==> src/rtl/pipe_stage_reg.sv <==
// pipe_stage_reg: parametrised pipeline stage register with valid/ready handshake,
// optional skid buffer, synchronous flush and a saturating bubble counter.
module pipe_stage_reg #(
    parameter int                DATA_W      = 32,
    parameter int                CTRL_W      = 9,
    parameter logic [CTRL_W-1:0] CTRL_BUBBLE = '0,
    parameter int                SKID        = 1
) (
    input  logic              clk,
    input  logic              reset_n,
    input  logic              flush,
    input  logic              clr_cnt,
    input  logic              in_valid,
    output logic              in_ready,
    input  logic [CTRL_W-1:0] in_ctrl,
    input  logic [DATA_W-1:0] in_data,
    output logic              out_valid,
    input  logic              out_ready,
    output logic [CTRL_W-1:0] out_ctrl,
    output logic [DATA_W-1:0] out_data,
    output logic [15:0]       bubble_cnt
);
    logic              out_valid_q, out_valid_d;
    logic [CTRL_W-1:0] out_ctrl_q, out_ctrl_d;
    logic [DATA_W-1:0] out_data_q, out_data_d;
    logic              skid_valid_q, skid_valid_d;
    logic [CTRL_W-1:0] skid_ctrl_q, skid_ctrl_d;
    logic [DATA_W-1:0] skid_data_q, skid_data_d;
    logic [15:0]       bubble_cnt_q, bubble_cnt_d;
    logic              in_xfer, out_xfer;

    assign in_ready   = (SKID != 0) ? ~skid_valid_q : (out_ready | ~out_valid_q);
    assign out_valid  = out_valid_q;
    assign out_ctrl   = out_ctrl_q;
    assign out_data   = out_data_q;
    assign bubble_cnt = bubble_cnt_q;
    assign in_xfer    = in_valid & in_ready;
    assign out_xfer   = out_valid_q & out_ready;

    always_comb begin
        out_valid_d  = out_valid_q;
        out_ctrl_d   = out_ctrl_q;
        out_data_d   = out_data_q;
        skid_valid_d = skid_valid_q;
        skid_ctrl_d  = skid_ctrl_q;
        skid_data_d  = skid_data_q;
        if (SKID != 0) begin
            if (!out_valid_q || out_xfer) begin
                if (skid_valid_q) begin
                    out_valid_d  = 1'b1;
                    out_ctrl_d   = skid_ctrl_q;
                    out_data_d   = skid_data_q;
                    skid_valid_d = 1'b0;
                end else if (in_xfer) begin
                    out_valid_d = 1'b1;
                    out_ctrl_d  = in_ctrl;
                    out_data_d  = in_data;
                end else begin
                    out_valid_d = 1'b0;
                    out_ctrl_d  = CTRL_BUBBLE;
                end
            end else if (in_xfer) begin
                skid_valid_d = 1'b1;
                skid_ctrl_d  = in_ctrl;
                skid_data_d  = in_data;
            end
        end else begin
            if (in_xfer) begin
                out_valid_d = 1'b1;
                out_ctrl_d  = in_ctrl;
                out_data_d  = in_data;
            end else if (out_xfer) begin
                out_valid_d = 1'b0;
                out_ctrl_d  = CTRL_BUBBLE;
            end
        end
        // flush kills every held beat but leaves the data registers as they were
        if (flush) begin
            out_valid_d  = 1'b0;
            out_ctrl_d   = CTRL_BUBBLE;
            out_data_d   = out_data_q;
            skid_valid_d = 1'b0;
            skid_ctrl_d  = skid_ctrl_q;
            skid_data_d  = skid_data_q;
        end
        bubble_cnt_d = clr_cnt ? 16'd0 :
                       (!out_valid_q && bubble_cnt_q != 16'hFFFF) ? bubble_cnt_q + 16'd1 :
                       bubble_cnt_q;
    end

    always_ff @(posedge clk or negedge reset_n) begin
        if (!reset_n) begin
            out_valid_q  <= 1'b0;
            out_ctrl_q   <= CTRL_BUBBLE;
            out_data_q   <= '0;
            skid_valid_q <= 1'b0;
            skid_ctrl_q  <= '0;
            skid_data_q  <= '0;
            bubble_cnt_q <= '0;
        end else begin
            out_valid_q  <= out_valid_d;
            out_ctrl_q   <= out_ctrl_d;
            out_data_q   <= out_data_d;
            skid_valid_q <= skid_valid_d;
            skid_ctrl_q  <= skid_ctrl_d;
            skid_data_q  <= skid_data_d;
            bubble_cnt_q <= bubble_cnt_d;
        end
    end
endmodule

==> config.mk <==
export PLATFORM = sky130hd
export DESIGN_NAME = pipe_stage_reg
export DESIGN_NICKNAME = d
export VERILOG_FILES = /design/src/rtl/pipe_stage_reg.sv
export SDC_FILE = /design/constraint.sdc
export NUM_CORES = 1
export LEC_CHECK = 0
export ABC_AREA = 1
export ABC_CLOCK_PERIOD_IN_PS = 1530
export BUFFER_PORTS_ARGS = -buffer_cell sky130_fd_sc_hd__buf_2
export CAP_MARGIN = 20
export CELL_PAD_IN_SITES_DETAIL_PLACEMENT = 1
export CELL_PAD_IN_SITES_GLOBAL_PLACEMENT = 1
export CORE_ASPECT_RATIO = 0.8
export CORE_MARGIN = 4
export CORE_UTILIZATION = 36
export CTS_BUF_LIST = sky130_fd_sc_hd__clkbuf_4 sky130_fd_sc_hd__clkbuf_8 sky130_fd_sc_hd__clkbuf_16
export CTS_CLUSTER_DIAMETER = 50
export CTS_CLUSTER_SIZE = 12
export DETAILED_ROUTE_END_ITERATION = 8
export PLACE_DENSITY_LB_ADDON = 0.25
export SYNTH_ARGS = -nofsm -noshare
export SYNTH_HDL_FRONTEND = slang
export SYNTH_SLANG_ARGS = --single-unit
==> constraint.sdc <==
create_clock -name clk -period 1.53 [get_ports clk]
set_clock_uncertainty 0.05 [all_clocks]
set_input_delay 0 -clock clk [delete_from_list [all_inputs] [get_ports clk]]
set_output_delay 0 -clock clk [all_outputs]
set_load 0.01 [all_outputs]
After elaboration in Yosys (flattened, before gate mapping)
Cells that the tools add are included.
- register bits: 100
- output and inout bits: 59
- word-level logic and storage cells: 38
- add/subtract/negate cells: 1
- equal/unequal tests: 1
- multiplexer cells: 15
- bitwise gates (word level): 5
- reductions and logical operators: 9
- operators by type and width (operator ; count):
    32-bit two-way mux ; 2
    9-bit two-way mux ; 4
    16-bit two-way mux ; 2
    16-bit by 1-bit adder with 16-bit output (second input constant) ; 1
    16-bit inequality test (second input constant) ; 1
    1-bit two-way mux ; 7
    3-bit AND reduction ; 2
    2-bit nonzero test ; 3
    1-bit inverter ; 3
    3-bit nonzero test ; 1
    1-bit bitwise AND ; 2
    1-bit logical AND ; 1
    1-bit zero test ; 1
    1-bit logical OR ; 1

Longest topological paths before layout
Gate-level depths: netlist of the first run.
- word-level depth: 6
- depth in mapped cells: 10
- depth with buffers taken out: 9

Worst setup path before layout of the first run
No wires, ideal clock.
- path kind: register to register
- start: reg bubble_cnt_q[0], in the netlist bubble_cnt[0]
- end: reg bubble_cnt_q[9], in the netlist bubble_cnt[9]
- arrival time: 1448 ps
- required time: 1364 ps
- slack: -84 ps
- stages on the path, launching flop included: 10
- buffers on the path: 0
- clock period less this slack: 1614 ps
- path through: dfrtp_1 > ha_1 > nand2_1 > nor2_1 > nand2_1 > nor2_1 > nor2_1 > nor2_8 > nand2_1 > nand2_1
- cells in the longest elaborated chain, start to end: 3
- elaborated cells on any way between the ends: 6
- classes of those cells: 1 x add/sub; 1 x eq/ne; 2 x mux; 2 x reduce/logical
- ends and longest elaborated chain (item ; RTL line ; RTL):
    from (decl) ; 29 ; logic [15:0] bubble_cnt_q, bubble_cnt_d;
    from (signal assigned) ; 107 ; bubble_cnt_q <= bubble_cnt_d;
    16-bit by 1-bit adder with 16-bit output / 16-bit inequality test (equally long branches) ; 87 ; (!out_valid_q && bubble_cnt_q != 16'hFFFF) ? bubble_cnt_q + 16'd1 :
    16-bit two-way mux / 1-bit logical AND (equally long branches) ; 87 ;
    16-bit two-way mux / 2-bit nonzero test (equally long branches) ; - ;
Parallel ways exist; a longest one is shown, timed or not. The select of a mux whose other input is x is not followed.
A chain may end at the register's enable or synchronous reset.

Worst setup path in the final report of the first run
- start: reg bubble_cnt_q[5], in the netlist bubble_cnt[5]
- end: reg bubble_cnt_q[3], in the netlist bubble_cnt[3]
- cells in the longest elaborated chain, start to end: 3
- ends and longest elaborated chain (item ; RTL line):
    16-bit inequality test ; 87
    1-bit logical AND ; 87
    2-bit nonzero test (no source line) ; -
Every way passes these cells.

==> reports/results.ini, run 1 <==
[run_status]
outcome = complete, no violations

[clock_network]
cts_made_buffers = 9
root_buffer = clkbuf_16
cts_tree = built
clock_latency_ns = 0.34
clockBufferDepth = 2
clock-sinks = 100
cts.clk_slew.worst_paths_ns = 0.07
htreeDepth = 3

[setup_path]
worst-path-buf-inv = 0
worstPathArrival_ns = 1.75
cp-start-kind = register
path_delay_family = simple AND/OR/NAND/NOR gates
rrSetupSlack_ns = 0.02
cpPeakStageDelay_ns = 0.40
cp_max_fo = 5
crit_required_ns = 1.77
crit_chain = nand2_1 -> nor2_1 -> nand2_4 -> nor2_4 -> nor2_4 -> nor2_4 -> nand2_1 -> nand2_1
critPathCaptureType = register
worstSetupPathType = register to register
cpMaxStageDelayCell = dfrtp_1

[routing]
drc_errors = 0
drt-vias-per-instance = 4.72
drtPass1Iterations = 4
ant_nets = 0
wire_per_inst_um = 14.6
drt_wl_total_um = 13500
drt_first_iter_violations = 148
via_count = 4386

[timing]
final.setup.tns_ns = 0
rsz0062_at_grt = true
setup_viol = 0
finalCriticalPeriod_ns = 1.51
worstMarginPinSlew_ns = 0.586
finalHoldViolCount = 0
slew_headroom = 0.609
fin_crit_sh = 0.986
fmax_ghz = 0.663
maxSlewViolCount = 0

[synth]
yosysUniqueCellTypes = 26
synth_enable_flop_cells = 0
synth.top_cells.by_area = dfrtp_1, nand2_1, o21ai_0
syn_area_um2 = 4740
seq_area_frac_synth = 0.528
ys_top_cells_by_count = nand2_1, dfrtp_1, o21ai_0
avgSynthCellArea_um2 = 8.19
ys_seq_elements = 100
syn_inst = 579
synth_ff_type = dfrtp_1
yosysWarnings = 0
synth_top_area_cell = dfrtp_1
synth_nets = 627
synth_top_area_frac = 0.528
yosysMostFrequentCell = nand2_1
async_flop_share = 1.00

[placed_design]
finalWeightedCongestion = 0.846
hpwlAfterDp_um = 8960
dp_cells = 859
portBuffers = 105

[die]
die_h_um = 111
ios = 106
die_width_um = 136
initial_core_util = 0.368
row_count = 37
core_area_um2 = 12900
dieArea_um2 = 15100

[grt]
overflow = 0
grt_antenna_before_repair = 0
grt_max_degree = 101
grt_pass1_vias = 4531
grt_usage = 0.187
grt_pass1_wl_um = 22700

[cells_and_area]
syn2layout_area_growth_pct = 37.1
n_fill_cell = 1561
finalNonFillerCells = 930
antenna_cells = 0
final_net_count = 798
drive_above_1_share = 0.275
fin_util = 0.505

[job]
cap_violations = 0

[pwr]
ir_drop_mv = 0.745
switchingPower_mw = 1.92
clockPowerShare = 0.353
p_per_area_nw_per_um2 = 1090
p_leak_nw = 3.47
combPwrFrac = 0.176
switching_share = 0.271
power_frac_seq = 0.471
p_int_mw = 5.16

[worst_hold_path]
hold_class = input pin to register

==> final cells by class <==
| class | count | area (um^2) | area share |
|---|---|---|---|
| multi-input cells | 393 | 1930 | 0.296 |
| clock inverters | 4 | 72.6 | 0.0112 |
| flip-flops and latches | 100 | 2510 | 0.386 |
| clock buffers | 12 | 254 | 0.0391 |
| well taps | 175 | 219 | 0.0337 |
| repair buffers | 183 | 1280 | 0.197 |
| inverters | 63 | 241 | 0.0372 |
==> cells by family after synthesis <==
group,count (synthesis),synth area share
xor+xnor,4,0.00739
fa+ha+maj,1,0.00264
buf+inv,87,0.0913
simple gates,262,0.223
compound gates,125,0.147
flops,100,0.528
==> flip-flops by register name, indices dropped and copies added, names as in the netlist <==
register / count
skid_ctrl_q: 9
skid_valid_q: 1
out_valid: 1
out_ctrl: 9
out_data: 32
skid_data_q: 32
bubble_cnt: 16
==> metal layers <==
metal	vias up	GRT usage	wire, um	part of all wire
li1	2172	-	-	-
met1	2120	0.247	6190	0.46
met2	81	0.312	6730	0.50
met3	13	0.0387	475	0.035
met4	0	0.0470	150	0.011
met5	-	0	0	0
==> through the flow <==
| stage | setup WS (ns) | instance area, um^2 | hold WS (ns) | total power [mW] |
|---|---|---|---|---|
| final | 0.0207 | 6500 | 0.0230 | 7.08 |
| after global routing | -0.139 | 6500 | 0.0282 | 7.52 |
| after CTS | 0.00198 | 6360 | 0.000980 | 7.17 |
| after detailed placement | -0.201 | 5530 | 0.0673 | 4.52 |
| after global placement | 0.0101 | 5530 | 0.0671 | 4.44 |
| after floorplan | 0.0316 | 4740 | -0.346 | 4.01 |
==> path summary, 6_finish.rpt <==
kind | startpoint | end | cells after the start
min | clr_cnt | bubble_cnt[8] | 4
max | bubble_cnt[5] | bubble_cnt[3] | 8
min reg2reg | skid_data_q[29] | skid_data_q[29] | 2
max reg2reg | bubble_cnt[5] | bubble_cnt[3] | 8
max in group asynchronous | reset_n | bubble_cnt[2] | 3
min in group asynchronous | reset_n | bubble_cnt[3] | 3
==> timing repair <==
item	in CTS	in global routing
gates resized for setup	10	26
setup buffers	1	8
hold buffers	45	0
hold endpoints to repair	156	0
setup endpoints to repair	15	66
pin swaps	8	10
gates cloned	1	0
==> placed cells by master (no fill, tap or decap), types with 3 or more instances in the layout <==
cell / instances
nor2_2: 8
dlygate4sd3_1: 45
o21ai_2: 19
clkbuf_16: 9
nand3_1: 21
buf_2: 104
buf_4: 29
nor2_4: 6
inv_1: 56
nand2_1: 199
inv_2: 4
dfrtp_2: 3
xor2_1: 3
o21ai_0: 67
nor2_1: 18
dfrtp_1: 97
buf_12: 4
nand2_2: 3
o21ai_1: 34
==> worst min-delay path, cell delays in order <==
cell,delay (ns)
buf_2,0.21
nor2_1,0.08
nand2_1,0.05
nand2_1,0.04
==> power by group through the flow <==
stage | Sequential (mW) | Clock [mW] | Combinational [mW]
4_1_cts | 3.33 | 2.58 | 1.26
6_report | 3.34 | 2.50 | 1.25
3_5_place_dp | 3.37 | 0 | 1.15
2_1_floorplan | 3.41 | 0 | 0.592
5_1_grt | 3.40 | 2.69 | 1.43
3_3_place_gp | 3.34 | 0 | 1.10
No activity file was read; power rests on OpenSTA's default activity.
==> run 2, diff against run 1 <==
ABC_CLOCK_PERIOD_IN_PS = 1900   (was 1530)
CELL_PAD_IN_SITES_DETAIL_PLACEMENT = unset   (was 1)
CELL_PAD_IN_SITES_GLOBAL_PLACEMENT = unset   (was 1)
CORE_UTILIZATION = 58   (was 36)
clock period = 1.9 ns   (was 1.53 ns; I/O delays follow)
==> run 2 against run 1 <==
- clock power is 41% lower
- count of clock-buffer cells in the layout is 1 lower
- flip-flop and latch count stayed put
- fmax is 12% lower
- sequential share of layout area is 3.0 points higher
- cell area is 7.4% lower
- sequential power is 19% lower
- wire length is 18% lower
- combinational power is 24% lower
- die area is 36% lower
- highest routed layer unchanged
==> reports/results.ini, run 2 (synthesized netlist as in run 1, its figures left out) <==
[run_status]
outcome = complete, no violations

[setup_path]
crit_required_ns = 2.11
worst_r2r_path_depth = 8
worstSetupPathType = register to register
critPathCaptureType = register
cp-start-kind = register
worstPathArrival_ns = 1.92
cp_max_fo = 5

[cells_and_area]
layout_commonest_cell = nand2_1
seqCellArea_um2 = 2500
drive_above_1_share = 0.216
n_fill_cell = 578
final_net_count = 774
multi_input_area_um2 = 1810
syn2layout_area_growth_pct = 27.0
fin_util = 0.758
final_cell_mix = nand2_1, buf_2, dfrtp_1, o21ai_0, inv_1

[grt]
grt_antenna_before_repair = 0
grt_pass1_wl_um = 18800
grt_pass1_vias = 3996
grt_max_degree = 66
grt_usage = 0.244
overflow = 0

[clock_network]
htreeDepth = 3
clock_latency_ns = 0.36
clockBufferDepth = 2
clock-sinks = 100
post_cts_buffers = 0
cts.clk_slew.worst_paths_ns = 0.09
cts_made_buffers = 9
cts_tree = built
root_buffer = clkbuf_8

[pwr]
switchingPower_mw = 1.43
p_int_mw = 3.68
p_per_area_nw_per_um2 = 849
clockPowerShare = 0.288
p_leak_nw = 3.27
ir_drop_mv = 0.498
power_frac_seq = 0.526
fin_total_pwr_mw = 5.11
combPwrFrac = 0.186
switching_share = 0.280

[placed_design]
hpwlAfterDp_um = 7210
portBuffers = 105
finalWeightedCongestion = 0.906

[routing]
ant_nets = 0
drt_first_iter_violations = 280
drc_errors = 0
wire_per_inst_um = 13.3
drt_wl_total_um = 11200
drt-vias-per-instance = 5.05
via_count = 4237
drtPass1Iterations = 7

[die]
die_h_um = 88.9
dieArea_um2 = 9690
die_width_um = 109
core_area_um2 = 7950
ios = 106
row_count = 29
initial_core_util = 0.596

[worst_hold_path]
hold_class = input pin to register
hold-path-cell-count = 4

[timing]
setup_viol = 0
finalHoldViolCount = 0
fin_crit_sh = 0.900
slew_headroom = 0.631
worstMarginPinSlew_ns = 0.553
finalCriticalPeriod_ns = 1.71
maxSlewViolCount = 0
final.setup.tns_ns = 0
rsz0062_at_grt = false
fmax_ghz = 0.585

[job]
cap_violations = 0

==> run 2: repair_timing <==
action / CTS / global route
hold buffers: 46 / 0
gates resized for setup: 0 / 1
endpoints found under the hold margin: 123 / 0
setup endpoints to repair: 0 / 11
==> run 2: routing by layer <==
layer / up-vias / share of wire / global-route usage
met1: 1972 / 0.44 / 0.329
met3: 8 / 0.057 / 0.0489
met4: 0 / 0.0064 / 0.0505
met2: 136 / 0.49 / 0.415
met5: - / 0 / 0
li1: 2121 / - / -
==> run 2: final cells by class <==
cell class                 instances  area share
sequential                       100       0.416
multi-input combinational        392       0.300
timing repair buffer             160       0.186
inverter                          63      0.0401
clock buffer                      11      0.0231
tap                              108      0.0224
clock inverter                     4      0.0125
antenna                            1    0.000416
==> run 2: worst paths after layout <==
check / from / end / slack (ns)
max: bubble_cnt[1] / bubble_cnt[8] / 0.19
min: flush / out_ctrl[4] / 0.02
max reg2reg: bubble_cnt[1] / bubble_cnt[8] / 0.19
min reg2reg: out_data[11] / out_data[11] / 0.43
max in group asynchronous: reset_n / out_data[4] / 1.01
min in group asynchronous: reset_n / out_data[12] / 0.12
==> run 2: power groups by stage <==
stage	clock [mW]	combinational [mW]	sequential, mW
2_1_floorplan	0	0.476	2.75
3_3_place_gp	0	0.848	2.70
3_5_place_dp	0	0.881	2.72
4_1_cts	1.50	0.955	2.69
5_1_grt	1.59	1.08	2.73
6_report	1.47	0.951	2.69
==> run 2: worst max-delay path, cell delays in order (launching register included) <==
cell and delay (ns):
dfrtp_1 0.42, ha_1 0.22, nand3_1 0.17, nor2_2 0.25
nand2_1 0.10, nand2_1 0.09, nand2_1 0.14, nand2_1 0.11
nand2_1 0.06
==> run 2: per-stage QoR <==
stage	instances	setup WS (ns)	instance area [um^2]	hold WS [ns]
after floorplan	579	0.286	4740	-0.346
after global placement	777	0.218	5340	-0.0322
after detailed placement	777	0.163	5340	-0.0246
after CTS	838	0.118	6020	0.00457
after global routing	838	0.0112	6020	0.0478
final	839	0.191	6020	0.0218
==> run 3, diff against run 2 <==
BUFFER_PORTS_ARGS = unset   (was -buffer_cell sky130_fd_sc_hd__buf_2)
CORE_UTILIZATION = 65   (was 58)
DONT_BUFFER_PORTS = 1   (was unset)
==> run 3 against run 2 <==
- the flow now finishes with violations (negative hold slack)
- non-clock buffer count fell by 106
- critical path depth grew 1
- hold slack lost 0.74 ns
- sequential share of layout area is 4.8 points higher
- fmax shrank 0.44%
- critical path type unchanged
- register-to-register slack is essentially flat
==> reports/results.ini, run 3 (synthesized netlist as in run 1, its figures left out) <==
[setup_path]
critPathCaptureType = register
cp-start-kind = register
worstSetupPathType = register to register
crit_cells = 9
cp_max_fo = 10
crit_chain = ha_1 -> nand2_1 -> nor2_1 -> nand2_1 -> nor2_1 -> nor2_1 -> nor2_8 -> nand2_1 -> nand2_1
cpMaxStageDelayCell = nor2_1
crit_required_ns = 2.09
worst_r2r_path_depth = 9
worst-path-buf-inv = 0
cpPeakStageDelay_ns = 0.40
worstPathArrival_ns = 1.91
critPathMostFrequentCell = nand2_1
path_delay_family = simple AND/OR/NAND/NOR gates

[routing]
wire_per_inst_um = 15.0
ant_nets = 0
drt_first_iter_violations = 239
drc_errors = 0
drt-vias-per-instance = 5.57
drtPass1Iterations = 5
via_count = 3958
drt_wl_total_um = 10600

[pwr]
ir_drop_mv = 0.517
p_leak_nw = 2.77
fin_total_pwr_mw = 4.78
p_per_area_nw_per_um2 = 884

[clock_network]
post_cts_buffers = 0
root_buffer = clkbuf_8
cts_tree = built
hold_buffers = 47
clock-sinks = 100
cts_made_buffers = 9
clock_latency_ns = 0.35
clockBufferDepth = 2
cts.clk_slew.worst_paths_ns = 0.09
htreeDepth = 3

[die]
die_h_um = 84.4
dieArea_um2 = 8730
ios = 106
core_area_um2 = 6990
die_width_um = 103
initial_core_util = 0.678
row_count = 27

[cells_and_area]
fin_util = 0.773
final_net_count = 668
finalNonFillerCells = 711
drive_above_1_share = 0.0817
syn2layout_area_growth_pct = 14.0
seqCellArea_um2 = 2500
multi_input_area_um2 = 1800
n_fill_cell = 513
antenna_cells = 0
layout_commonest_cell = nand2_1
final_cell_mix = nand2_1, dfrtp_1, o21ai_0, inv_1, dlygate4sd3_1

[timing]
finalHoldViolCount = 100
finalCriticalPeriod_ns = 1.72
whs_ns = -0.719
fmax_ghz = 0.582
fin_crit_sh = 0.904
setup_viol = 0
maxSlewViolCount = 0
final.setup.tns_ns = 0
slew_headroom = 0.651
rsz0062_at_grt = false
worstMarginPinSlew_ns = 0.521

[placed_design]
finalWeightedCongestion = 0.888
hpwlAfterDp_um = 6890
portBuffers = 0
dp_cells = 649

[job]
cap_violations = 0

[grt]
overflow = 0
grt_max_degree = 101
grt_usage = 0.255
grt_antenna_before_repair = 0
grt_pass1_vias = 3753
grt_pass1_wl_um = 17800

[worst_hold_path]
hold_class = input pin to async pin

[run_status]
outcome = finished with violations
violations = negative hold slack

-- run 3: changes by cell type in the layout (fill, tap and decap cells not counted), sizes merged --
cell / delta
clkinv: +1
diode: -1
dlygate4sd3: +1
clkbuf: -1
bufinv: -1
clkinvlp: -1
inv: +2
buf: -107
-- run 3: area by class of cell --
| type | instances | share of cell area |
|---|---|---|
| Sequential cell | 100 | 0.463 |
| Multi-Input combinational cell | 392 | 0.334 |
| Timing Repair Buffer | 54 | 0.101 |
| Inverter | 63 | 0.0447 |
| Clock buffer | 10 | 0.0255 |
| Tap cell | 87 | 0.0201 |
| Clock inverter | 5 | 0.0111 |
-- run 3: report_power, final --
group / switching, mW / leakage, nW / internal, mW
sequential: 0.286 / 1.28 / 2.49
combinational: 0.355 / 1.39 / 0.300
clock: 0.705 / 0.0992 / 0.645
-- run 3: worst paths after layout --
check	to	start	slack, ns
setup / recovery	bubble_cnt[5]	bubble_cnt[0]	0.18
hold reg to reg	skid_data_q[0]	skid_data_q[0]	0.43
hold / removal	out_data[14]	reset_n	-0.72
max in group asynchronous	out_data[19]	reset_n	2.38
min in group clk	out_ctrl[1]	in_valid	0.08
setup reg to reg	bubble_cnt[5]	bubble_cnt[0]	0.18
-- run 3: through the flow --
| stage | worst slack [ns] | area (um^2) |
|---|---|---|
| global route | 0.0195 | 5400 |
| finish | 0.183 | 5400 |
| floorplan | 0.286 | 4740 |
| global placement | 0.269 | 4730 |
| CTS | 0.196 | 5400 |
| detailed placement | 0.209 | 4730 |
-- run 3: repair_timing --
action | in CTS | in global routing
endpoints found under the setup margin | 0 | 1
endpoints found under the hold margin | 200 | 100
resized for setup | 0 | 1
-- run 3: per-layer routing --
metal	wire length, um	vias to the layer above	track usage	part of all wire
met5	0	-	0	0
met3	948	10	0.0748	0.089
met4	104	0	0.0600	0.0098
met2	5050	166	0.400	0.48
li1	-	1909	-	-
met1	4530	1873	0.352	0.43
